File: src/rtl/mem_port_arbiter_pkg.sv
// Shared types and constants for the IF/DM memory port arbiter.
package mem_port_arbiter_pkg;

  typedef enum logic [1:0] {
    ST_IDLE   = 2'd0,
    ST_WAIT_I = 2'd1,
    ST_WAIT_D = 2'd2
  } state_e;

  typedef enum logic {
    OWN_IF = 1'b0,
    OWN_DM = 1'b1
  } owner_e;

  localparam int unsigned MAX_STREAK_DEFAULT = 4;

  // Bits needed to count 0..max_streak inclusive.
  function automatic int unsigned streak_width(input int unsigned max_streak);
    return (max_streak < 1) ? 1 : $clog2(max_streak + 1);
  endfunction

endpackage

File: src/rtl/mem_arb_pick.sv
// Combinational winner selection: lock owner first, else DM unless IF has waited out a full streak.
module mem_arb_pick
  import mem_port_arbiter_pkg::*;
#(
  parameter int unsigned MAX_STREAK = MAX_STREAK_DEFAULT,
  parameter int unsigned STREAK_W   = streak_width(MAX_STREAK)
) (
  input  logic                if_valid,
  input  logic                dm_valid,
  input  logic                lock,
  input  owner_e              lock_owner,
  input  logic [STREAK_W-1:0] streak,
  output logic                win_valid,
  output owner_e              win_owner
);

  // Locked owner keeps its valid held, so a lock always implies a winner.
  always_comb begin
    win_valid = 1'b0;
    win_owner = OWN_IF;
    if (lock) begin
      win_valid = 1'b1;
      win_owner = lock_owner;
    end else if (dm_valid && !(if_valid && (streak == STREAK_W'(MAX_STREAK)))) begin
      win_valid = 1'b1;
      win_owner = OWN_DM;
    end else if (if_valid) begin
      win_valid = 1'b1;
      win_owner = OWN_IF;
    end
  end

endmodule

File: src/rtl/mem_port_arbiter.sv
// Shares one memory port between instruction fetch and data memory, one transaction in flight.
module mem_port_arbiter
  import mem_port_arbiter_pkg::*;
#(
  parameter int unsigned ADDR_W     = 32,
  parameter int unsigned DATA_W     = 32,
  parameter int unsigned MAX_STREAK = MAX_STREAK_DEFAULT
) (
  input  logic                clk,
  input  logic                rst_n,
  input  logic                if_req_valid,
  input  logic [ADDR_W-1:0]   if_req_addr,
  output logic                if_req_ready,
  output logic                if_resp_valid,
  output logic [DATA_W-1:0]   if_resp_data,
  input  logic                dm_req_valid,
  input  logic [ADDR_W-1:0]   dm_req_addr,
  input  logic [DATA_W-1:0]   dm_req_wdata,
  input  logic [DATA_W/8-1:0] dm_req_wmask,
  output logic                dm_req_ready,
  output logic                dm_resp_valid,
  output logic [DATA_W-1:0]   dm_resp_data,
  output logic                mem_req_valid,
  output logic [ADDR_W-1:0]   mem_req_addr,
  output logic [DATA_W-1:0]   mem_req_wdata,
  output logic [DATA_W/8-1:0] mem_req_wmask,
  input  logic                mem_req_ready,
  input  logic                mem_resp_valid,
  input  logic [DATA_W-1:0]   mem_resp_data
);

  localparam int unsigned STREAK_W = streak_width(MAX_STREAK);

  state_e              state_q, state_d;
  logic [STREAK_W-1:0] streak_q, streak_d;
  logic                lock_q, lock_d;
  owner_e              lock_owner_q, lock_owner_d;
  logic                if_resp_valid_d, dm_resp_valid_d;
  logic [DATA_W-1:0]   if_resp_data_d, dm_resp_data_d;
  logic                win_valid;
  owner_e              win_owner;

  mem_arb_pick #(
    .MAX_STREAK (MAX_STREAK),
    .STREAK_W   (STREAK_W)
  ) u_pick (
    .if_valid   (if_req_valid),
    .dm_valid   (dm_req_valid),
    .lock       (lock_q),
    .lock_owner (lock_owner_q),
    .streak     (streak_q),
    .win_valid  (win_valid),
    .win_owner  (win_owner)
  );

  // State, streak counter, lock and registered responses.
  always_ff @(posedge clk) begin
    if (!rst_n) begin
      state_q       <= ST_IDLE;
      streak_q      <= '0;
      lock_q        <= 1'b0;
      lock_owner_q  <= OWN_IF;
      if_resp_valid <= 1'b0;
      dm_resp_valid <= 1'b0;
      if_resp_data  <= '0;
      dm_resp_data  <= '0;
    end else begin
      state_q       <= state_d;
      streak_q      <= streak_d;
      lock_q        <= lock_d;
      lock_owner_q  <= lock_owner_d;
      if_resp_valid <= if_resp_valid_d;
      dm_resp_valid <= dm_resp_valid_d;
      if_resp_data  <= if_resp_data_d;
      dm_resp_data  <= dm_resp_data_d;
    end
  end

  // Next-state, request mux/ready pass-through and response capture.
  always_comb begin
    state_d         = state_q;
    streak_d        = streak_q;
    lock_d          = lock_q;
    lock_owner_d    = lock_owner_q;
    if_resp_valid_d = 1'b0;
    dm_resp_valid_d = 1'b0;
    if_resp_data_d  = if_resp_data;
    dm_resp_data_d  = dm_resp_data;
    mem_req_valid   = 1'b0;
    mem_req_addr    = '0;
    mem_req_wdata   = '0;
    mem_req_wmask   = '0;
    if_req_ready    = 1'b0;
    dm_req_ready    = 1'b0;

    unique case (state_q)
      ST_IDLE: begin
        if (win_valid) begin
          mem_req_valid = 1'b1;
          if (win_owner == OWN_DM) begin
            mem_req_addr  = dm_req_addr;
            mem_req_wdata = dm_req_wdata;
            mem_req_wmask = dm_req_wmask;
          end else begin
            mem_req_addr  = if_req_addr;
          end

          if (mem_req_ready) begin
            lock_d = 1'b0;
            if (win_owner == OWN_DM) begin
              dm_req_ready = 1'b1;
              state_d      = ST_WAIT_D;
              // Count DM grants only while IF is actually being held off.
              if (!if_req_valid) begin
                streak_d = '0;
              end else if (streak_q != STREAK_W'(MAX_STREAK)) begin
                streak_d = streak_q + STREAK_W'(1);
              end
            end else begin
              if_req_ready = 1'b1;
              state_d      = ST_WAIT_I;
              streak_d     = '0;
            end
          end else begin
            // Keep presenting the same owner until the memory takes it.
            lock_d       = 1'b1;
            lock_owner_d = win_owner;
          end
        end
      end

      ST_WAIT_I: begin
        if (mem_resp_valid) begin
          if_resp_valid_d = 1'b1;
          if_resp_data_d  = mem_resp_data;
          state_d         = ST_IDLE;
        end
      end

      ST_WAIT_D: begin
        if (mem_resp_valid) begin
          dm_resp_valid_d = 1'b1;
          dm_resp_data_d  = mem_resp_data;
          state_d         = ST_IDLE;
        end
      end

      default: state_d = ST_IDLE;
    endcase
  end

endmodule

File: config.mk
export PLATFORM = sky130hd
export DESIGN_NAME = mem_port_arbiter
export DESIGN_NICKNAME = d
export VERILOG_FILES = /design/src/rtl/mem_port_arbiter_pkg.sv /design/src/rtl/mem_arb_pick.sv /design/src/rtl/mem_port_arbiter.sv
export SDC_FILE = /design/constraint.sdc
export NUM_CORES = 1
export LEC_CHECK = 0
export BUFFER_PORTS_ARGS = -buffer_cell sky130_fd_sc_hd__buf_2
export CELL_PAD_IN_SITES_DETAIL_PLACEMENT = 0
export CELL_PAD_IN_SITES_GLOBAL_PLACEMENT = 2
export CORE_MARGIN = 10
export CORE_UTILIZATION = 20
export CTS_BUF_LIST = sky130_fd_sc_hd__clkbuf_8
export DETAILED_ROUTE_END_ITERATION = 6
export GPL_ROUTABILITY_DRIVEN = 0
export GPL_TIMING_DRIVEN = 0
export PLACE_DENSITY_LB_ADDON = 0.1
export SYNTH_ARGS = -nofsm -noshare
export SYNTH_HDL_FRONTEND = slang
export SYNTH_SLANG_ARGS = --single-unit
File: constraint.sdc
create_clock -name clk -period 2.5 [get_ports clk]
set_clock_uncertainty 0.15 [all_clocks]
set_input_delay 0.5 -clock clk [delete_from_list [all_inputs] [get_ports clk]]
set_output_delay 0.5 -clock clk [all_outputs]
set_load 0.05 [all_outputs]
* Yosys cells after proc, flatten, opt, wreduce, memory -nomap -nowiden
Cells that the tools add are included.
** Operators by class
- Add/subtract/negate cells :: 1
- Equal/unequal tests :: 8
- Mux-type cells :: 34
- Bitwise logic cells :: 1
- Reductions and logical operators :: 13
** Operator list (number)
- 32-bit 2-to-1 mux :: 6
- 1-bit 2-to-1 mux :: 17
- 4-bit 2-to-1 mux :: 3
- 2-bit AND reduction :: 5
- 3-bit 2-to-1 mux :: 3
- 2-bit 2-to-1 mux :: 4
- 3-bit AND reduction :: 2
- 2-bit by 1-bit inequality test with 1-bit output, second input constant :: 2
- 2-bit one-hot mux with 2 select lines :: 1
- 4-bit AND reduction :: 1
- 3-bit by 1-bit adder with 3-bit output, second input constant :: 1
- 3-bit == test, second input constant :: 1
- 3-bit by 2-bit inequality test with 1-bit output, second input constant :: 1
- 3-bit inequality test, second input constant :: 1
- 2-bit by 1-bit == test with 1-bit output, second input constant :: 1
- 2-bit == test, second input constant :: 1
- 1-bit logical AND :: 2
- 2-bit logical NOT :: 1
- 2-bit inequality test, second input constant :: 1
- 2-bit OR reduction :: 1
- 1-bit logical NOT :: 1
- 1-bit NOT :: 1
** Word-level totals
- Register bits :: 73
- Word-level logic and storage cells :: 65

* Logic depth before layout (Yosys ltp)
- Depth after elaboration :: 10
- Depth in mapped cells :: 8
- Mapped depth without buffers :: 6

* Hierarchy
Synthesis repeated with hierarchy kept, for this count alone.
** Unflattened totals
- Cell total of the unflattened synthesis :: 453
- Area total of the unflattened synthesis :: 3893.7 sq um
** By module, submodules not included
- mem_port_arbiter :: instances 1, cells each 448, area an instance 3854.9 sq um, seq. area each 1461.4 sq um
- mem_arb_pick :: instances 1, cells each 5, area an instance 38.8 sq um, seq. area each 0.0 sq um

* Worst setup path before layout
Ideal clock, no wire load.
- Path kind :: register to output
- Start :: register state_q[0]
- End :: output mem_req_wdata[22]
- Arrival :: 2008 ps
- Required time :: 1850 ps
- Setup slack :: -158 ps
- Cell stages (with the launch flop) :: 7
- Path buffers :: 1
- Cells stage by stage :: dfxtp_1 inv_1 ha_1 o31ai_4 inv_2 clkbuf_1 and3_1
** Between the ends
- Cells in the longest elaborated chain, start to end :: 2
** Ends and longest elaborated chain
- from (decl) :: line mem_port_arbiter.sv:34 : state_e state_q, state_d;
- from (signal assigned) :: line mem_port_arbiter.sv:68 : state_q <= state_d;
- 2-bit logical NOT :: line mem_port_arbiter.sv:96 : unique case (state_q)
- 32-bit 2-to-1 mux :: line mem_port_arbiter.sv:96
- to (decl) :: line mem_port_arbiter.sv:25 : output logic [DATA_W-1:0] mem_req_wdata,
No other way between the ends.

* Final worst setup path
- Start :: register streak_q[0]
- End :: output mem_req_addr[18]
** Between the ends
- Cells in the longest elaborated chain, start to end :: 9
- Elaborated cells on any way between the ends :: 11
- Classes of those cells :: eq/ne: 1; mux: 7; reduce/logical: 3
** Ends and longest elaborated chain
- from (decl) :: line mem_port_arbiter.sv:35 : logic [STREAK_W-1:0] streak_q, streak_d;
- from (signal assigned) :: line mem_port_arbiter.sv:69 : streak_q <= streak_d;
- 3-bit == test * :: line mem_arb_pick.sv:24 : end else if (dm_valid && !(if_valid && (streak == STREAK_W'(MAX_STREAK)))) begin
- 1-bit logical AND * :: line mem_arb_pick.sv:24
- 1-bit logical NOT * :: line mem_arb_pick.sv:24
- 1-bit logical AND * :: line mem_arb_pick.sv:24
- 1-bit 2-to-1 mux :: line mem_arb_pick.sv:24
- 1-bit 2-to-1 mux :: line mem_arb_pick.sv:21 : if (lock) begin
- 32-bit 2-to-1 mux :: line mem_port_arbiter.sv:100 : if (win_owner == OWN_DM) begin
- 32-bit 2-to-1 mux * :: line mem_port_arbiter.sv:98 : if (win_valid) begin
- 32-bit 2-to-1 mux * :: line mem_port_arbiter.sv:96
- to (decl) :: line mem_port_arbiter.sv:24 : output logic [ADDR_W-1:0] mem_req_addr,
Every way passes the cells marked *; elsewhere a longest branch is shown, timed or not.

==> results.sh <==
export IMPL_endpoint_kind="output port"
export IMPL_yosysSeqAreaShare_pct=40.0
export IMPL_clockRootBuffer="clkbuf_8"
export IMPL_rows=49
export IMPL_yosysTopAreaCellShare_pct=40.0
export IMPL_startpoint="streak_q[0]"
export IMPL_powerDensity_nw_per_um2=602
export IMPL_maxSlewHeadroom_pct=64.0
export IMPL_ys_seq_elements=73
export IMPL_ant_nets=0
export IMPL_r2r_start="state_q[0]"
export IMPL_clkSinkCount=73
export IMPL_fin_nets=928
export IMPL_hpwlAfterDp_um=13900
export IMPL_cts_buffers_inserted=9
export IMPL_port_buffers=273
export IMPL_htree_levels=3
export IMPL_min_period_ns=2.59
export IMPL_tightest_slew_ns=0.540
export IMPL_final_common_cell="buf_2"
export IMPL_rsz0062_at_grt="true"
export IMPL_holdWs_ns=0.234
export IMPL_syn_area_per_cell_um2=7.47
export IMPL_hp_class="input pin to flip-flop"
export IMPL_r2r_setup_slack_ns=0.66
export IMPL_grt_pass1_wl_um=26300
export IMPL_cap_violations=0
export IMPL_die_w_um=155
export IMPL_syn_area_um2=3650
export IMPL_cp_arrival_ns=1.94
export IMPL_synth_edf_count=0
export IMPL_synth_fp_nets=632
export IMPL_wl_per_cell_um=17.1
export IMPL_async_reset_ff_share_pct=0
export IMPL_clk_insertion_delay_late_ns=0.35
export IMPL_cp_max_fo=6
export IMPL_post_dp_cell_area_um2=5400
export IMPL_worst_slack_ns=-0.0931
export IMPL_n_fill_cell=1934
export IMPL_synth_flop_cell="dfxtp_1"
export IMPL_die_h_um=155
export IMPL_antenna_found_initial=0
export IMPL_max_freq_ghz=0.386
export IMPL_worst_setup_path_start_kind="flip-flop"
export IMPL_dr_first_iter_drc_count=102
export IMPL_finalCritPeriodShare_pct=104
export IMPL_diodes=0
export IMPL_required_ns=1.85
export IMPL_fin_area_um2=6460
export IMPL_finalWirelength_um=17400
export IMPL_grt_usage_pct=13.8
export IMPL_stdcell_count=1019
export IMPL_final_max_slew_violation_count=0
export IMPL_synth_distinct_cells=33
export IMPL_worstSetupPathType="flip-flop to output port"
export IMPL_setup_viol=65
export IMPL_grt_start_max_net_pins=14
export IMPL_clk_pin_slew_ns=0.08
export IMPL_final_cell_mix="211 x buf_2, 178 x nand2_1, 71 x buf_6"
export IMPL_syn_to_final_growth_pct=76.8
export IMPL_cp_slowest_stage_delay_ns=0.33
export IMPL_cp_common_cell="buf_6"
export IMPL_drc=0
export IMPL_vias_per_cell=4.28
export IMPL_coreArea_um2=18000
export IMPL_violations="setup timing"
export IMPL_clockBufferDepth=2
export IMPL_yosysTopAreaCell="dfxtp_1"
export IMPL_routed_via_count=4358
export IMPL_die_area_um2=24100
export IMPL_place_inst=991
export IMPL_num_io_pins=275
export IMPL_path_delay_family="buffers and inverters"
export IMPL_hold_viol=0
export IMPL_ys_top_cells_by_area="dfxtp_1 40%, nand2_1 20%, a21boi_0 7.6%"
export IMPL_status="finished with violations"
export IMPL_first_global_vias=4628
export IMPL_cp_cell_sequence="inv_2 -> ha_4 -> and3_4 -> o21a_1 -> buf_6 -> buf_6 -> buf_6 -> nand2_2 -> a21oi_2 -> buf_6"
export IMPL_drive_above_1_share_pct=50.0
export IMPL_holdCritStartpoint="mem_resp_data[17]"
export IMPL_grt_ovfl_total=0
export IMPL_start_util_pct=20.3
export IMPL_firstDrtPassIters=4
export IMPL_cpMaxStageDelayCell="dfxtp_2"
export IMPL_synth_cells=489
export IMPL_path_buf_inv=5
export IMPL_peakVddDrop_v=0.000315
export IMPL_leakagePower_uw=0.00307
export IMPL_cts_tree="yes"
export IMPL_yosys_warnings=0
==> worst min-delay path: cells and delay by family <==
family | cells | cell delay [ns]
buffers and inverters | 1 | 0.10
AND/OR/NAND/NOR | 1 | 0.05
AO/OA/AOI/OAI | 1 | 0.05
==> stage by stage <==
| stage | TNS, ns | worst slack, ns | utilization, % | power, µW |
|---|---|---|---|---|
| after global routing | -9.88 | -0.209 | 36.0 | 4080 |
| after floorplan | 0 | 0.129 | - | 2230 |
| after detailed placement | -12.13 | -0.248 | 30.0 | 2630 |
| after CTS | -3.55 | -0.106 | 35.4 | 3900 |
| final | -2.46 | -0.0931 | 36.0 | 3890 |
| after global placement | -9.14 | -0.189 | 30.0 | 2620 |
==> final timing paths <==
check | end | cells after the start
hold reg to reg | if_resp_data[10] | 2
setup / recovery | mem_req_addr[18] | 10
setup reg to reg | dm_resp_data[28] | 6
hold / removal | dm_resp_data[17] | 3
==> cells by family (layout without fill, tap and decap cells) <==
family	after synthesis	count (layout)	synth area share, %
fa+ha+maj	5	5	1.71
simple gates	253	253	30.1
compound gates	113	113	22.4
buf+inv	45	346	5.75
flops	73	73	40.0
==> registers in the layout (all words and copies together), names as in the netlist <==
register,cells
dm_resp_data,32
dm_resp_valid,1
if_resp_data,32
if_resp_valid,1
lock_owner_q,1
lock_q,1
state_q,2
streak_q,3
==> synth_stat cells, types with 4 or more instances <==
master,number
a21boi_0,37
a21boi_1,28
a21oi_1,24
a21oi_2,9
and3_1,38
buf_2,12
clkbuf_1,23
dfxtp_1,73
ha_1,5
inv_1,5
nand2_1,192
nand2_2,9
nor2b_1,4
==> what timing repair did <==
item                                    CTS  global route
gates resized for setup                 197            25
pin swaps                                25             7
hold endpoints to repair                  0             0
hold buffers                              0             0
cloned                                    3             0
endpoints found under the setup margin   71            71
buffers inserted                          8             1
==> cell type report <==
type,instances,area (µm²),share of cell area [%]
repair buffers,285,1980,30.6
clock inverters,6,66.3,1.03
multi-input cells,371,2220,34.4
well taps,229,287,4.44
clock buffers,10,138,2.13
inverters,6,22.5,0.349
flip-flops and latches,73,1470,22.7
plain buffers,39,282,4.36
==> routing by layer <==
metal	global-route usage [%]	up-vias	routed length, µm
met5	0	-	0
met4	2.70	0	148
met3	4.77	10	1350
met2	25.7	137	9340
met1	14.6	2013	6600
li1	-	2198	-
==> power by group <==
part           total, µW  internal [µW]  switching, µW  leakage [µW]
clock                970            490            480     0.0000949
combinational       1700            618           1080       0.00238
sequential          1220           1200           22.6      0.000592
No activity file was read; power rests on OpenSTA's default activity.
